File: src/rtl/fetch_ctrl.sv
// rtl/fetch_ctrl.sv - instruction-fetch sequencer with one-entry valid/ready output stage
//
// Ports:
//   clk_in, rst_n_in          clock, synchronous active-low reset
//   rom_addr_out/rom_data_in  combinational ROM read, address is the PC register
//   start_in, halt_in         run control (start pulse, halt level)
//   redirect_valid_in/addr_in branch/jump target, flushes the output stage
//   inst_valid_out/ready_in   handshake toward decode
//   inst_out, inst_pc_out     registered instruction and its fetch address
//   state_out                 IDLE=0, RUN=1, HALT=2, DONE=3

`ifndef DATA_WIDTH
`define DATA_WIDTH 32
`endif

module fetch_ctrl #(
  parameter int                 ADDR_W    = 8,
  parameter int                 DATA_W    = `DATA_WIDTH,
  parameter logic [ADDR_W-1:0]  RESET_PC  = 8'h00,
  parameter logic [ADDR_W-1:0]  LAST_ADDR = 8'hFF
) (
  input  logic              clk_in,
  input  logic              rst_n_in,
  output logic [ADDR_W-1:0] rom_addr_out,
  input  logic [DATA_W-1:0] rom_data_in,
  input  logic              start_in,
  input  logic              halt_in,
  input  logic              redirect_valid_in,
  input  logic [ADDR_W-1:0] redirect_addr_in,
  output logic              inst_valid_out,
  input  logic              inst_ready_in,
  output logic [DATA_W-1:0] inst_out,
  output logic [ADDR_W-1:0] inst_pc_out,
  output logic [1:0]        state_out
);

  typedef enum logic [1:0] {
    ST_IDLE = 2'd0,
    ST_RUN  = 2'd1,
    ST_HALT = 2'd2,
    ST_DONE = 2'd3
  } state_t;

  state_t            state_q, state_d;
  logic [ADDR_W-1:0] pc_q, pc_d;
  logic              valid_q, valid_d;
  logic [DATA_W-1:0] inst_q, inst_d;
  logic [ADDR_W-1:0] ipc_q, ipc_d;

  logic stage_free;
  logic fetch;

  // The stage is free when empty or being drained this cycle. inst_ready_in
  // only gates register updates, never the ROM address.
  assign stage_free = !valid_q || inst_ready_in;
  assign fetch      = (state_q == ST_RUN) && !halt_in && !redirect_valid_in && stage_free;

  always_comb begin
    state_d = state_q;
    pc_d    = pc_q;
    valid_d = valid_q;
    inst_d  = inst_q;
    ipc_d   = ipc_q;

    if (redirect_valid_in) begin
      // Flush drops the held instruction even if decode accepts it this cycle.
      pc_d    = redirect_addr_in;
      valid_d = 1'b0;
      if (state_q == ST_DONE) state_d = ST_HALT;
    end else begin
      if (valid_q && inst_ready_in) valid_d = 1'b0;

      if (fetch) begin
        inst_d  = rom_data_in;
        ipc_d   = pc_q;
        valid_d = 1'b1;
        if (pc_q == LAST_ADDR) state_d = ST_DONE;
        else                   pc_d    = pc_q + ADDR_W'(1);
      end

      unique case (state_q)
        ST_IDLE: if (start_in && !halt_in) state_d = ST_RUN;
        ST_RUN:  if (halt_in)              state_d = ST_HALT;
        ST_HALT: if (start_in && !halt_in) state_d = ST_RUN;
        ST_DONE: if (start_in) begin
          state_d = ST_RUN;
          pc_d    = RESET_PC;
        end
        default: state_d = ST_IDLE;
      endcase
    end
  end

  always_ff @(posedge clk_in) begin
    if (!rst_n_in) begin
      state_q <= ST_IDLE;
      pc_q    <= RESET_PC;
      valid_q <= 1'b0;
      inst_q  <= '0;
      ipc_q   <= '0;
    end else begin
      state_q <= state_d;
      pc_q    <= pc_d;
      valid_q <= valid_d;
      inst_q  <= inst_d;
      ipc_q   <= ipc_d;
    end
  end

  assign rom_addr_out   = pc_q;
  assign inst_valid_out = valid_q;
  assign inst_out       = inst_q;
  assign inst_pc_out    = ipc_q;
  assign state_out      = state_q;

endmodule

File: config.mk
export PLATFORM = sky130hd
export DESIGN_NAME = fetch_ctrl
export DESIGN_NICKNAME = d
export VERILOG_FILES = /design/src/rtl/fetch_ctrl.sv
export SDC_FILE = /design/constraint.sdc
export NUM_CORES = 1
export LEC_CHECK = 0
export CAP_MARGIN = 15
export CORE_ASPECT_RATIO = 1.4
export CORE_MARGIN = 2
export CORE_UTILIZATION = 41
export CTS_CLUSTER_DIAMETER = 150
export DETAILED_ROUTE_END_ITERATION = 16
export PLACE_DENSITY = 0.79
export SLEW_MARGIN = 20
export SYNTH_ARGS = -nofsm -noshare
export SYNTH_HDL_FRONTEND = slang
export SYNTH_SLANG_ARGS = --single-unit
File: constraint.sdc
create_clock -name clk_in -period 2.25 [get_ports clk_in]
set_input_delay 0.225 -clock clk_in [delete_from_list [all_inputs] [get_ports clk_in]]
set_output_delay 0.225 -clock clk_in [all_outputs]
set_load 0.05 [all_outputs]
==> metrics.csv, run 1 <==
stage;metric;value;unit
grt;pin count of the biggest net entering global routing;33;
grt;number of global-route vias before repair;1956;
synth;Main synth FF type;dfxtp_1;
synth;Netlist Area Pre-Place;0.00212;mm^2
worst_setup_path;CP startpoint kind;flip-flop;
power_and_ir_drop;power per cell area;540;mW/mm^2
clock_network;hold buffers post-CTS;0;
placement;worst slack, placed;0.190;ns
worst_setup_path;Max stage delay on crit path;0.61;ns
floorplanning;number of core rows;31;
clock_network;Post-CTS Setup Inserts;0;
floorplanning;core area;0.00508;mm^2
timing;worst setup margin;0.329;ns
worst_setup_path;slowest cell on the critical path;or4_4;
floorplanning;Starting Density;0.418;
grt;first-pass GRT wire length;8980;um
timing;WHS;0.462;ns
timing;Worst Max-Slew Pin Slew;0.559;ns
floorplanning;Die Area;0.00578;mm^2
worst_setup_path;worst r2r dst;rom_addr_out[7]$_SDFF_PN0_;
power_and_ir_drop;Leak Pwr;0.00111;uW
route;Pre-antenna DRT Iters;4;
clock_network;CTS tree;done;
worst_setup_path;Critical R2R Launch;state_out[0]$_SDFFE_PN0P_;
synth;Ys Warns;0;
clock_network;clk_lat worst skew;0.30;ns
worst_setup_path;CP Depth;5;
finish;Multi-input gate area;0.00103;mm^2
synth;Syn Area/Cell;8.29;um^2
finish;Sequential Area;0.00102;mm^2
clock_network;TritonCTS Sinks;51;
clock_network;CTS Buffer Depth;2;
worst_setup_path;Reg2Reg Depth;5;
route;DR iter-0 viols;78;
timing;Max Fclk;521;MHz
timing;Setup Skew;0.00260;ns
clock_network;# resized after CTS;0;
grt;initial antenna violation count;0;
job;MaxCap Viol Count;0;
worst_setup_path;Worst Setup SP;state_out[0]$_SDFFE_PN0P_;
timing;period utilization;0.854;
clock_network;Reg clk slew, reported paths;0.09;ns
timing;Fin. Hold Viols;0;
finish;fin nets;398;
worst_setup_path;Reg2Reg Setup Slack;0.33;ns
timing;setup_tns;0;ns
worst_setup_path;CP max FO;12;
route;remaining antenna violation count;0;
worst_setup_path;worst path arrival time;2.11;ns
worst_setup_path;critical-path cell list;nand2b_4 > or4_4 > nor4_4 > mux2i_1 > o21ai_1;
placement;Area after DPL;0.00317;mm^2
timing;endpoints failing setup;0;
placement;port buffer count;96;
grt;Global Route Usage Sum;0.200;
worst_setup_path;crit path kind;reg -> reg;
route;Post-Route WL;5590;um
hold_path;Worst Hold Class;reg -> reg;
route;residual DRC count;0;
synth;FF+latch count, synth;51;
synth;Synth async-reset ratio;0;
finish;post-layout util;0.643;
timing;Final min period;1.92;ns
clock_network;H-tree depth;2;
placement;final HPWL from detailed placement;4070;um
route;routed vias/inst;4.91;
timing;Rel. slew slack;0.626;
worst_setup_path;Crit path max-delay family;simple AND/OR/NAND/NOR gates;
synth;Netlist cell types;35;
route;average wire per standard cell;13.4;um
route;Vias;2053;
grt;total congestion overflow;0;
floorplanning;IO Pins;97;
worst_setup_path;critical path required time;2.44;ns
worst_setup_path;Critical Path Sink Type;flip-flop;
synth;Synth Instances;256;
outcome;status;completed;
synth;register area share after synthesis;0.481;
power_and_ir_drop;peak supply drop;0.315;mV
clock_network;clk root buf;clkbuf_8;
synth;number of enable flip-flop cells after synthesis;0;
clock_network;Inserted Clock Buffers;5;
timing;unrepaired setup endpoints after global routing;no;
finish;Area Overhead vs Synth;54.0;%
floorplanning;Die Ht;89.1;um
placement;GP Congestion;0.825;
hold_path;Worst Hold Path Cells;2;
worst_setup_path;crit path to;rom_addr_out[7]$_SDFF_PN0_;
timing;number of max-slew violations in the final report;0;
floorplanning;Chip Width;64.8;um
finish;layout cells sized above 1;0.0597;
synth;syn_nets;303;
finish;final instance area;0.00327;mm^2
finish;Filler cells;443;
finish;Diodes inserted;0;
worst_setup_path;CP Buf/Inv Count;0;
## synthesized netlist by cell type (2+ instances only)
| master | number | share of area |
|---|---|---|
| nand2b_1 | 3 | 0.0088 |
| nor3b_1 | 2 | 0.0071 |
| mux2i_1 | 3 | 0.014 |
| nor2_1 | 4 | 0.0071 |
| clkbuf_1 | 14 | 0.025 |
| nand3_1 | 2 | 0.0047 |
| nand4_1 | 3 | 0.0088 |
| o21ai_0 | 5 | 0.012 |
| inv_1 | 2 | 0.0035 |
| xnor2_1 | 2 | 0.0083 |
| a21boi_0 | 40 | 0.14 |
| a21oi_1 | 2 | 0.0047 |
| nand2_1 | 99 | 0.18 |
| a31oi_1 | 4 | 0.012 |
| dfxtp_1 | 51 | 0.48 |
## final cells by class
| cell class | count | area share |
|---|---|---|
| Sequential cell | 51 | 0.313 |
| Inverter | 2 | 0.00230 |
| Clock buffer | 8 | 0.0306 |
| Multi-Input combinational cell | 187 | 0.317 |
| Timing Repair Buffer | 104 | 0.313 |
| Tap cell | 66 | 0.0253 |
## per-layer routing
layer  track usage  vias to the layer above  wire length, um
li1              -                     1029                -
met1         0.214                      952             2300
met2         0.372                       64             2890
met3        0.0403                        8              276
met4        0.0967                        0              125
met5             0                        -                0
## stage by stage
| stage | total power [uW] | std cells |
|---|---|---|
| finish | 1760 | 418 |
| global placement | 1210 | 410 |
| global route | 1830 | 418 |
| detailed placement | 1210 | 410 |
| CTS | 1780 | 418 |
| floorplan | 1080 | 256 |
## registers in the layout, summed over array words and instances, names as in the netlist
signal and cells:
inst_out 32, inst_pc_out 8, inst_valid_out 1, rom_addr_out 8, state_out 2
## how the worst min path moves through the flow
stage	endpoint	slack [ns]	from
detailed placement	inst_out[15]$_SDFFE_PN0P_	0.46	inst_out[15]$_SDFFE_PN0P_
global route	inst_out[4]$_SDFFE_PN0P_	0.48	rom_data_in[4]
global placement	inst_out[12]$_SDFFE_PN0P_	0.45	inst_out[12]$_SDFFE_PN0P_
CTS	rom_addr_out[1]$_SDFF_PN0_	0.46	redirect_addr_in[1]
floorplan	rom_addr_out[6]$_SDFF_PN0_	0.33	redirect_addr_in[6]
finish	inst_out[15]$_SDFFE_PN0P_	0.46	inst_out[15]$_SDFFE_PN0P_
## cells by family (layout without fill, tap and decap cells)
logic type	after synthesis	count (layout)	synth area share
AOI/OAI and AO/OA	57	57	0.191
adders and majority gates	1	1	0.00590
buffers and inverters	18	114	0.0354
and+or+nand+nor	123	123	0.260
muxes	3	3	0.0142
xor gates and xnor gates	3	3	0.0124
DFF	51	51	0.481
## cell usage in the layout, fill, tap and decap left out, types with 3 or more instances in the layout
cell type / n
nor2_1: 4
buf_4: 8
clkdlybuf4s50_1: 96
o21ai_0: 5
nand2b_1: 3
mux2i_1: 3
nand2_1: 99
a21boi_0: 40
dfxtp_1: 51
nand4_1: 3
clkbuf_8: 7
a31oi_1: 4
## worst register-to-register path: stages (launching register included)
cell,delay (ns)
dfxtp_1,0.48
nand2b_4,0.11
or4_4,0.61
nor4_4,0.32
mux2i_1,0.21
o21ai_1,0.08
## report_power, final
group          leakage, uW  switching [uW]  internal (uW)  total [uW]
clock            0.0000515             290            281         571
sequential        0.000413            19.6            919         938
combinational     0.000647             124            130         254
Note: power is estimated with default switching activity, not from simulation.
==> inputs of run 2 (changes only) <==
--- a/config.mk
+++ b/config.mk
@@ -10,6 +10,7 @@
 export CORE_MARGIN = 2
 export CORE_UTILIZATION = 41
 export CTS_CLUSTER_DIAMETER = 150
+export CTS_CLUSTER_SIZE = 28
 export DETAILED_ROUTE_END_ITERATION = 16
 export PLACE_DENSITY = 0.79
 export SLEW_MARGIN = 20
==> results of run 2 <==
The final DEF is identical to that of run 1; final timing and power are the same.
==> inputs of run 3 (changes only) <==
--- a/config.mk
+++ b/config.mk
@@ -13,6 +13,7 @@
 export CTS_CLUSTER_SIZE = 28
 export DETAILED_ROUTE_END_ITERATION = 16
 export PLACE_DENSITY = 0.79
+export SETUP_SLACK_MARGIN = 0.15
 export SLEW_MARGIN = 20
 export SYNTH_ARGS = -nofsm -noshare
 export SYNTH_HDL_FRONTEND = slang
==> results of run 3 <==
The final DEF is identical to that of run 1; final timing and power are the same.
